## config.mk

```make
export PLATFORM = sky130hd
export DESIGN_NAME = program_loader
export DESIGN_NICKNAME = d
export VERILOG_FILES = /design/src/rtl/program_loader_pkg.sv /design/src/rtl/program_loader_run_timer.sv /design/src/rtl/program_loader.sv
export SDC_FILE = /design/constraint.sdc
export NUM_CORES = 1
export LEC_CHECK = 0
export CAP_MARGIN = 40
export CORE_MARGIN = 5
export CORE_UTILIZATION = 30
export CTS_CLUSTER_SIZE = 16
export DETAILED_ROUTE_END_ITERATION = 16
export GPL_ROUTABILITY_DRIVEN = 0
export GPL_TIMING_DRIVEN = 0
export PLACE_DENSITY = 0.62
export SYNTH_ARGS = -nofsm -noshare
export SYNTH_HDL_FRONTEND = slang
export SYNTH_SLANG_ARGS = --single-unit
```

## constraint.sdc

```tcl
create_clock -name clk -period 9.46 [get_ports clk]
set_clock_uncertainty 0.2 [all_clocks]
set_input_delay 2.838 -clock clk [delete_from_list [all_inputs] [get_ports clk]]
set_output_delay 2.838 -clock clk [all_outputs]
set_load 0.005 [all_outputs]
```

## src/rtl/program_loader_pkg.sv

```systemverilog
// Shared definitions for the program loader: header op codes, header
// field positions, FSM state encoding and the load range check.
package program_loader_pkg;

  typedef enum logic [1:0] {
    OP_LOAD_IMEM = 2'b00,
    OP_LOAD_DMEM = 2'b01,
    OP_RUN       = 2'b10,
    OP_HALT      = 2'b11
  } op_e;

  typedef enum logic [1:0] {
    ST_IDLE = 2'b00,
    ST_LOAD = 2'b01,
    ST_RUN  = 2'b10
  } state_e;

  localparam int unsigned HDR_OP_HI     = 31;
  localparam int unsigned HDR_OP_LO     = 30;
  localparam int unsigned HDR_CNT_HI    = 29;
  localparam int unsigned HDR_CNT_LO    = 16;
  localparam int unsigned HDR_BASE_HI   = 15;
  localparam int unsigned HDR_BASE_LO   = 0;
  localparam int unsigned HDR_BUDGET_HI = 29;
  localparam int unsigned HDR_BUDGET_LO = 0;

  localparam int unsigned CNT_W    = 14;
  localparam int unsigned BASE_W   = 16;
  localparam int unsigned BUDGET_W = 30;

  // True when words base .. base+count-1 all lie inside a 2^addr_w memory.
  function automatic logic load_fits(input logic [BASE_W-1:0] base,
                                     input logic [CNT_W-1:0]  count,
                                     input int unsigned       addr_w);
    logic [31:0] end_v;
    logic [31:0] depth_v;
    end_v   = {16'd0, base} + {18'd0, count};
    depth_v = 32'd1 << addr_w;
    return (end_v <= depth_v);
  endfunction

endpackage

```

## src/rtl/program_loader_run_timer.sv

```systemverilog
// RUN budget timer: 30-bit down-counter. A loaded value of 0 never expires
// (run until HALT); otherwise expire pulses during the last enabled cycle.
module loader_run_timer
  import program_loader_pkg::*;
(
  input  logic                clk,
  input  logic                arst_n,
  input  logic                load,
  input  logic [BUDGET_W-1:0] load_value,
  input  logic                cnt_en,
  output logic                expire
);

  logic [BUDGET_W-1:0] count_r;

  // Budget counter: load has priority, then count down while enabled, stop at 0
  always_ff @(posedge clk) begin
    if (!arst_n) begin
      count_r <= 30'd0;
    end else if (load) begin
      count_r <= load_value;
    end else if (cnt_en && (count_r != 30'd0)) begin
      count_r <= count_r - 30'd1;
    end else begin
      count_r <= count_r;
    end
  end

  assign expire = cnt_en && (count_r == 30'd1);

endmodule

```

## src/rtl/program_loader.sv

```systemverilog
// Program loader: parses host headers, streams words into instruction or
// data memory through the CPU's external write ports, and gates the CPU
// enable for a cycle budget or until HALT. All outputs are registered.
module program_loader
  import program_loader_pkg::*;
#(
  parameter int unsigned IMEM_ADDR_W = 9,
  parameter int unsigned DMEM_ADDR_W = 10,
  parameter int unsigned ADDR_INC    = 4
) (
  input  logic        clk,
  input  logic        arst_n,
  input  logic        s_valid,
  output logic        s_ready,
  input  logic [31:0] s_data,
  output logic [31:0] imem_addr,
  output logic        imem_wen,
  output logic [31:0] imem_wdata,
  output logic [31:0] dmem_addr,
  output logic        dmem_wen,
  output logic [31:0] dmem_wdata,
  output logic        cpu_enable,
  output logic        busy,
  output logic        run_done,
  output logic        error
);

  localparam logic [31:0] ADDR_INC_C = 32'(ADDR_INC);

  state_e              state_r, state_s;
  op_e                 hdr_op_s;
  logic [CNT_W-1:0]    hdr_cnt_s;
  logic [BASE_W-1:0]   hdr_base_s;
  logic [BUDGET_W-1:0] hdr_budget_s;
  logic                accept_s, fits_s;
  logic [31:0]         wr_addr_s;

  logic                target_dmem_r, target_dmem_s;
  logic                discard_r, discard_s;
  logic [CNT_W-1:0]    remain_r, remain_s;
  logic [31:0]         waddr_r, waddr_s;

  logic                s_ready_r, s_ready_s;
  logic [31:0]         imem_addr_r, imem_addr_s, imem_wdata_r, imem_wdata_s;
  logic [31:0]         dmem_addr_r, dmem_addr_s, dmem_wdata_r, dmem_wdata_s;
  logic                imem_wen_r, imem_wen_s, dmem_wen_r, dmem_wen_s;
  logic                cpu_enable_r, cpu_enable_s;
  logic                busy_r, busy_s, run_done_r, run_done_s, error_r, error_s;
  logic                stop_s, timer_load_s, timer_en_s, timer_expire_s;

  assign hdr_op_s     = op_e'(s_data[HDR_OP_HI:HDR_OP_LO]);
  assign hdr_cnt_s    = s_data[HDR_CNT_HI:HDR_CNT_LO];
  assign hdr_base_s   = s_data[HDR_BASE_HI:HDR_BASE_LO];
  assign hdr_budget_s = s_data[HDR_BUDGET_HI:HDR_BUDGET_LO];
  assign accept_s     = s_valid & s_ready_r;
  assign fits_s       = load_fits(hdr_base_s, hdr_cnt_s,
                                  (hdr_op_s == OP_LOAD_DMEM) ? DMEM_ADDR_W : IMEM_ADDR_W);
  assign wr_addr_s    = waddr_r * ADDR_INC_C;

  loader_run_timer u_run_timer (
    .clk        (clk),
    .arst_n     (arst_n),
    .load       (timer_load_s),
    .load_value (hdr_budget_s),
    .cnt_en     (timer_en_s),
    .expire     (timer_expire_s)
  );

  // FSM state register
  always_ff @(posedge clk) begin
    if (!arst_n) begin
      state_r <= ST_IDLE;
    end else begin
      state_r <= state_s;
    end
  end

  // Next-state and next-output logic; every register holds unless changed
  always_comb begin
    state_s       = state_r;
    target_dmem_s = target_dmem_r;
    discard_s     = discard_r;
    remain_s      = remain_r;
    waddr_s       = waddr_r;
    s_ready_s     = 1'b1;
    imem_addr_s   = imem_addr_r;
    imem_wdata_s  = imem_wdata_r;
    imem_wen_s    = 1'b0;
    dmem_addr_s   = dmem_addr_r;
    dmem_wdata_s  = dmem_wdata_r;
    dmem_wen_s    = 1'b0;
    run_done_s    = 1'b0;
    error_s       = error_r;
    stop_s        = 1'b0;
    timer_load_s  = 1'b0;
    timer_en_s    = (state_r == ST_RUN);

    case (state_r)
      ST_IDLE: begin
        if (accept_s) begin
          case (hdr_op_s)
            OP_LOAD_IMEM, OP_LOAD_DMEM: begin
              if (hdr_cnt_s != 14'd0) begin
                // Out-of-range loads still consume their words, just without writes
                target_dmem_s = (hdr_op_s == OP_LOAD_DMEM);
                discard_s     = !fits_s;
                remain_s      = hdr_cnt_s;
                waddr_s       = {16'd0, hdr_base_s};
                error_s       = error_r | !fits_s;
                state_s       = ST_LOAD;
              end else begin
                state_s = ST_IDLE;
              end
            end
            OP_RUN: begin
              timer_load_s = 1'b1;
              state_s      = ST_RUN;
            end
            OP_HALT: begin
              state_s = ST_IDLE;
            end
            default: begin
              state_s = ST_IDLE;
            end
          endcase
        end else begin
          state_s = ST_IDLE;
        end
      end

      ST_LOAD: begin
        if (accept_s) begin
          if (!discard_r) begin
            if (target_dmem_r) begin
              dmem_wen_s   = 1'b1;
              dmem_addr_s  = wr_addr_s;
              dmem_wdata_s = s_data;
            end else begin
              imem_wen_s   = 1'b1;
              imem_addr_s  = wr_addr_s;
              imem_wdata_s = s_data;
            end
          end else begin
            imem_wen_s = 1'b0;
          end
          waddr_s  = waddr_r + 32'd1;
          remain_s = remain_r - 14'd1;
          if (remain_r == 14'd1) begin
            state_s = ST_IDLE;
          end else begin
            state_s = ST_LOAD;
          end
        end else begin
          state_s = ST_LOAD;
        end
      end

      ST_RUN: begin
        stop_s = timer_expire_s;
        if (accept_s) begin
          if (hdr_op_s == OP_HALT) begin
            stop_s = 1'b1;
          end else begin
            error_s = 1'b1;
          end
        end else begin
          error_s = error_r;
        end
        if (stop_s) begin
          run_done_s = 1'b1;
          state_s    = ST_IDLE;
        end else begin
          state_s = ST_RUN;
        end
      end

      default: begin
        state_s = ST_IDLE;
      end
    endcase

    cpu_enable_s = (state_s == ST_RUN);
    busy_s       = (state_s != ST_IDLE);
  end

  // Datapath and output registers; reset abandons any load or run
  always_ff @(posedge clk) begin
    if (!arst_n) begin
      target_dmem_r <= 1'b0;
      discard_r     <= 1'b0;
      remain_r      <= 14'd0;
      waddr_r       <= 32'd0;
      s_ready_r     <= 1'b0;
      imem_addr_r   <= 32'd0;
      imem_wdata_r  <= 32'd0;
      imem_wen_r    <= 1'b0;
      dmem_addr_r   <= 32'd0;
      dmem_wdata_r  <= 32'd0;
      dmem_wen_r    <= 1'b0;
      cpu_enable_r  <= 1'b0;
      busy_r        <= 1'b0;
      run_done_r    <= 1'b0;
      error_r       <= 1'b0;
    end else begin
      target_dmem_r <= target_dmem_s;
      discard_r     <= discard_s;
      remain_r      <= remain_s;
      waddr_r       <= waddr_s;
      s_ready_r     <= s_ready_s;
      imem_addr_r   <= imem_addr_s;
      imem_wdata_r  <= imem_wdata_s;
      imem_wen_r    <= imem_wen_s;
      dmem_addr_r   <= dmem_addr_s;
      dmem_wdata_r  <= dmem_wdata_s;
      dmem_wen_r    <= dmem_wen_s;
      cpu_enable_r  <= cpu_enable_s;
      busy_r        <= busy_s;
      run_done_r    <= run_done_s;
      error_r       <= error_s;
    end
  end

  assign s_ready    = s_ready_r;
  assign imem_addr  = imem_addr_r;
  assign imem_wen   = imem_wen_r;
  assign imem_wdata = imem_wdata_r;
  assign dmem_addr  = dmem_addr_r;
  assign dmem_wen   = dmem_wen_r;
  assign dmem_wdata = dmem_wdata_r;
  assign cpu_enable = cpu_enable_r;
  assign busy       = busy_r;
  assign run_done   = run_done_r;
  assign error      = error_r;

endmodule
```

# Word-level counts from Yosys, hierarchy flattened
# Index checks and enable logic that the tools add are counted.
# totals
mem_count,0
output_inout_bits,135
register_bits,211
in_bits,35
latchBits,0
ram_bits,0
rom_bits,0
word_cells,99
# classes
bitwise,7
n_shift,1
muxes,36
eq_ne,14
n_reduce_logical,19
n_addsub,4
order_cmp,1
n_div,0
mul,0
# op_table
operator,count
2-to-1 mux 32 bit,4
one-hot mux 32 bit (2 select lines),1
2-to-1 mux 30 bit,2
2-to-1 mux 14 bit,4
"adder 32 x 1 -> 32 bit, second input constant",1
less-or-equal comparator 17 x 32 -> 1 bit,1
"<< shifter 1 x 4 -> 32 bit, first input constant",1
"equality test 30 x 1 -> 1 bit, second input constant",1
nonzero test 30 bit,1
"subtractor 30 x 1 -> 30 bit, second input constant",1
one-hot mux 14 bit (2 select lines),1
adder 16 x 14 -> 17 bit,1
2-to-1 mux 1 bit,17
"equality test 14 x 1 -> 1 bit, second input constant",1
nonzero test 14 bit,1
"subtractor 14 x 1 -> 14 bit, second input constant",1
one-hot mux 2 bit (3 select lines),2
AND reduction 4 bit,3
"!= test 2 bit, second input constant",5
"equality test 2 bit, second input constant",4
2-to-1 mux 2 bit,4
nonzero test 2 bit,4
AND reduction 6 bit,1
inverter 1 bit,5
12 further kinds,15

# Longest topological paths before layout
# logic_depth
ltp_word,10
mapped_depth,15

# Modules after synthesis
# A second synthesis with hierarchy kept.
# hier_totals
cells_unflattened,1262
hier_area_um2,10203.5
# modules_own_cells
mod,area_per_inst_um2,cells_per_inst,n_inst
program_loader,8219.1,1017,1
loader_run_timer,1984.4,245,1

# Worst setup path before layout
# No wires, ideal clock.
# synth_timing
path_type,in2reg
from,input port s_data[0]
to,register discard_r
path_stages,15
setup_ns,0.143
path_slack_ns,2.961
t_arrival_ns,6.156
required_ns,9.117
path_buffers,0
path_cell_list,ha_1 fa_1 a211oi_1 a211oi_1 o32a_1 a21o_1 a21oi_1 xnor2_1 ha_1 o2111ai_1 a2111o_1 o41ai_1 o311ai_0 nor4_1 a311oi_1
# synth_between
elab_chain_len,3
# synth_rtl
item,line_no,text
"start, declared",program_loader.sv:15,"input logic [31:0] s_data,"
adder 16 x 14 -> 17 bit,program_loader_pkg.sv:37,"end_v = {16'd0, base} + {18'd0, count};"
less-or-equal comparator 17 x 32 -> 1 bit,program_loader_pkg.sv:39,return (end_v <= depth_v);
logical NOT 1 bit,program_loader.sv:106,discard_s = !fits_s;
"end signal, assigned",program_loader.sv:206,discard_r <= discard_s;
"end, declared",program_loader.sv:39,"logic discard_r, discard_s;"
# Every way passes these cells.
# A chain may end at the register's enable or synchronous reset.

# Worst setup path after layout
# Ends and elaborated chain as after synthesis.

==> impl_metrics.env <==
export IMPL_drive_gt1_share_pct=4.51
export IMPL_hold_path_class="flop to flop"
export IMPL_drcViolationCount=0
export IMPL_cp_start_kind="input pin"
export IMPL_grt_usage_pct=19.4
export IMPL_core_area_sq_um=32300
export IMPL_critPathCaptureType="flop"
export IMPL_synth_top_area_share_pct=43.0
export IMPL_drtIter0Drc=962
export IMPL_synth_edf_count=0
export IMPL_initial_core_util_pct=30.1
export IMPL_io_pin_count=170
export IMPL_cellLeakagePower_nw=4.32
export IMPL_power_density_nw_per_um2=169
export IMPL_setup_viol=0
export IMPL_nets=1530
export IMPL_synth_common_cells="nand2_1, dfxtp_1, a21oi_1"
export IMPL_fin_util_pct=39.6
export IMPL_pwr_share_comb_pct=12.4
export IMPL_num_vias=10100
export IMPL_crit_type="input pin to flop"
export IMPL_worstMarginPinSlew_ns=0.960
export IMPL_synth_most_common_cell="nand2_1"
export IMPL_wl_um=36600
export IMPL_final_min_clock_period_ns=7.77
export IMPL_synth_ff_latch_count=209
export IMPL_synth_area_leaders="dfxtp_1, nand2_1, a21oi_1, nor2_1, clkbuf_1"
export IMPL_yosysTopAreaCell="dfxtp_1"
export IMPL_diodes=0
export IMPL_ant_nets=0
export IMPL_clockRootBuffer="clkbuf_16"
export IMPL_cts_reportedPaths_clkPinSlew_ns=0.06
export IMPL_fillers=3313
export IMPL_cp_data_required_time_ns=9.64
export IMPL_cts_htree_levels=1
export IMPL_io_buffers=165
export IMPL_seq_power_share_pct=42.3
export IMPL_grt_max_degree=13
export IMPL_clkSinkCount=209
export IMPL_rows=66
export IMPL_ir_worst_vdd_mv=0.126
export IMPL_p_switching_w=0.000569
export IMPL_ys_flop_type="dfxtp_1"
export IMPL_postCtsHoldBufs=0
export IMPL_p_int_w=0.00159
export IMPL_dp_cells=1888
export IMPL_fmax_mhz=129
export IMPL_clock_path_buffers=3
export IMPL_insertion_delay_ns=0.52
export IMPL_cts_tree="yes"
export IMPL_finalHoldViolations=0
export IMPL_async_flop_share_pct=0
export IMPL_crit_fanout=5
export IMPL_grt_pass1_wl_um=55700
export IMPL_netlist_area_sq_um=9720
export IMPL_dp_hpwl_um=26000
export IMPL_status="complete, no violations"
export IMPL_wl_per_cell_um=19.0
export IMPL_p_clk_share_pct=45.3
export IMPL_min_period_over_period_pct=82.2
export IMPL_cp_data_arrival_time_ns=7.95
export IMPL_die_x_um=190
export IMPL_switching_share_pct=26.3
export IMPL_area_delta_synth_final_pct=31.4
export IMPL_grt_antenna_before_repair=0
export IMPL_grt_pass1_vias=9434
export IMPL_die_h_um=190
export IMPL_dr_pass1_iters=8
export IMPL_seq_area_frac_synth_pct=43.0
export IMPL_slew_limit_headroom_pct=35.5
export IMPL_synthCells=1277
export IMPL_drv_slew=0
export IMPL_numCtsBuffers=25
export IMPL_cts_setup_buffers=0
export IMPL_synth_cell_type_count=75
export IMPL_rsz0062_at_grt="false"
export IMPL_final_instance_count_excl_fill=1929
export IMPL_grt_overflow=0
export IMPL_maxCapViolCount=0
export IMPL_routed_via_density=5.23
export IMPL_yosysWarningCount=0
export IMPL_tns_ns=0
export IMPL_dieArea_sq_um=36100
export IMPL_ctsResizeCount=0
export IMPL_syn_area_per_cell_sq_um=7.61
critical path: stages:
cell and delay [ns]:
clkdlybuf4s50_1 0.72, ha_1 0.40, fa_1 0.43, a211oi_1 0.24, a211oi_1 0.11, o32a_1 0.43, a21o_1 0.20, a21oi_1 0.17
xnor2_1 0.10, ha_1 0.30, o2111ai_1 0.09, a2111o_1 0.35, o41ai_1 0.49, o311ai_0 0.24, nor4_1 0.65, a311oi_1 0.18
final timing paths:
path | to | cells past startpoint | slack [ns] | startpoint
worst max register to register | dmem_wdata[7] | 8 | 6.41 | state_r[0]
worst min-delay path | imem_wdata[9] | 2 | 0.25 | imem_wdata[9]
worst min register to register | imem_wdata[9] | 2 | 0.25 | imem_wdata[9]
worst max-delay path | discard_r | 16 | 1.69 | s_data[0]
flip-flops by register name (all words and copies together), names as in the netlist, 2 cells and up:
name,count
dmem_addr,30
dmem_wdata,32
imem_addr,30
imem_wdata,32
remain_r,14
state_r,2
u_run_timer.count_r,30
waddr_r,30
final cells by class:
| class | count | area, sq um | share of cell area [%] |
|---|---|---|---|
| Multi-Input combinational cell | 962 | 5120 | 40.1 |
| Sequential cell | 209 | 4180 | 32.7 |
| Timing Repair Buffer | 166 | 1660 | 13.0 |
| Clock buffer | 34 | 709 | 5.55 |
| Tap cell | 442 | 553 | 4.33 |
| Buffer | 84 | 340 | 2.66 |
| Clock inverter | 7 | 114 | 0.891 |
| Inverter | 25 | 93.8 | 0.734 |
cell families (layout without fill, tap and decap cells):
family / count (synthesis) / count (layout) / synth area share, %
AO/OA/AOI/OAI: 363 / 363 / 22.1
XOR/XNOR: 19 / 19 / 1.71
adder cells (fa/ha/maj): 22 / 22 / 2.91
buffers and inverters: 109 / 316 / 4.46
flip-flops: 209 / 209 / 43.0
multiplexers: 3 / 3 / 0.322
other: 1 / 4 / 0.0386
AND/OR/NAND/NOR: 551 / 551 / 25.5
cell usage in the layout, fill, tap and decap left out, drive strengths merged, types with 4 or more instances in the layout:
| cell type | synthesis | layout |
|---|---|---|
| nand2 | 327 | 327 |
| dfxtp | 209 | 209 |
| a21oi | 207 | 207 |
| clkdlybuf4s50 | 0 | 165 |
| clkbuf | 75 | 109 |
| nor2 | 84 | 84 |
| o21ai | 49 | 49 |
| nor3 | 29 | 29 |
| inv | 25 | 26 |
| nand3 | 22 | 22 |
| ha | 21 | 21 |
| or3 | 16 | 16 |
| xnor2 | 15 | 15 |
| a211oi | 14 | 14 |
| nor4 | 14 | 14 |
| nand2b | 11 | 11 |
| o211ai | 10 | 10 |
| a31oi | 10 | 10 |
| buf | 9 | 10 |
| and3 | 8 | 8 |
| o311ai | 8 | 8 |
| o22ai | 7 | 7 |
| a22oi | 6 | 6 |
| or4 | 6 | 6 |
| nand4 | 6 | 6 |
| a21o | 5 | 5 |
| nor2b | 5 | 5 |
| or2 | 5 | 5 |
| o21a | 4 | 4 |
| xor2 | 4 | 4 |
| and2 | 4 | 4 |
| o2111ai | 4 | 4 |
| conb | 1 | 4 |
power by group through the flow:
stage | Sequential, W | Combinational [W] | Clock [W]
6_report | 0.000915 | 0.000269 | 0.000979
5_1_grt | 0.000917 | 0.000294 | 0.00103
4_1_cts | 0.000915 | 0.000265 | 0.000994
3_5_place_dp | 0.000934 | 0.000263 | 0
3_3_place_gp | 0.000933 | 0.000260 | 0
2_1_floorplan | 0.000929 | 0.000167 | 0
per-stage QoR:
stage	area, sq um	hold slack, ns	setup WS [ns]	total power, W
detailed placement	12000	0.248	1.21	0.00120
floorplan	9740	0.232	2.96	0.00110
finish	12800	0.253	1.69	0.00216
global route	12800	0.271	1.42	0.00224
global placement	11900	0.243	1.23	0.00119
CTS	12800	0.255	1.74	0.00217
routing by layer:
metal | GRT usage (%) | vias to the layer above | wire (um)
met1 | 25.8 | 4771 | 15600
met2 | 32.3 | 417 | 17100
met3 | 3.03 | 76 | 2550
met4 | 6.51 | 0 | 1330
met5 | 0 | - | 0
li1 | - | 4831 | -
No activity file was read; power rests on OpenSTA's default activity.
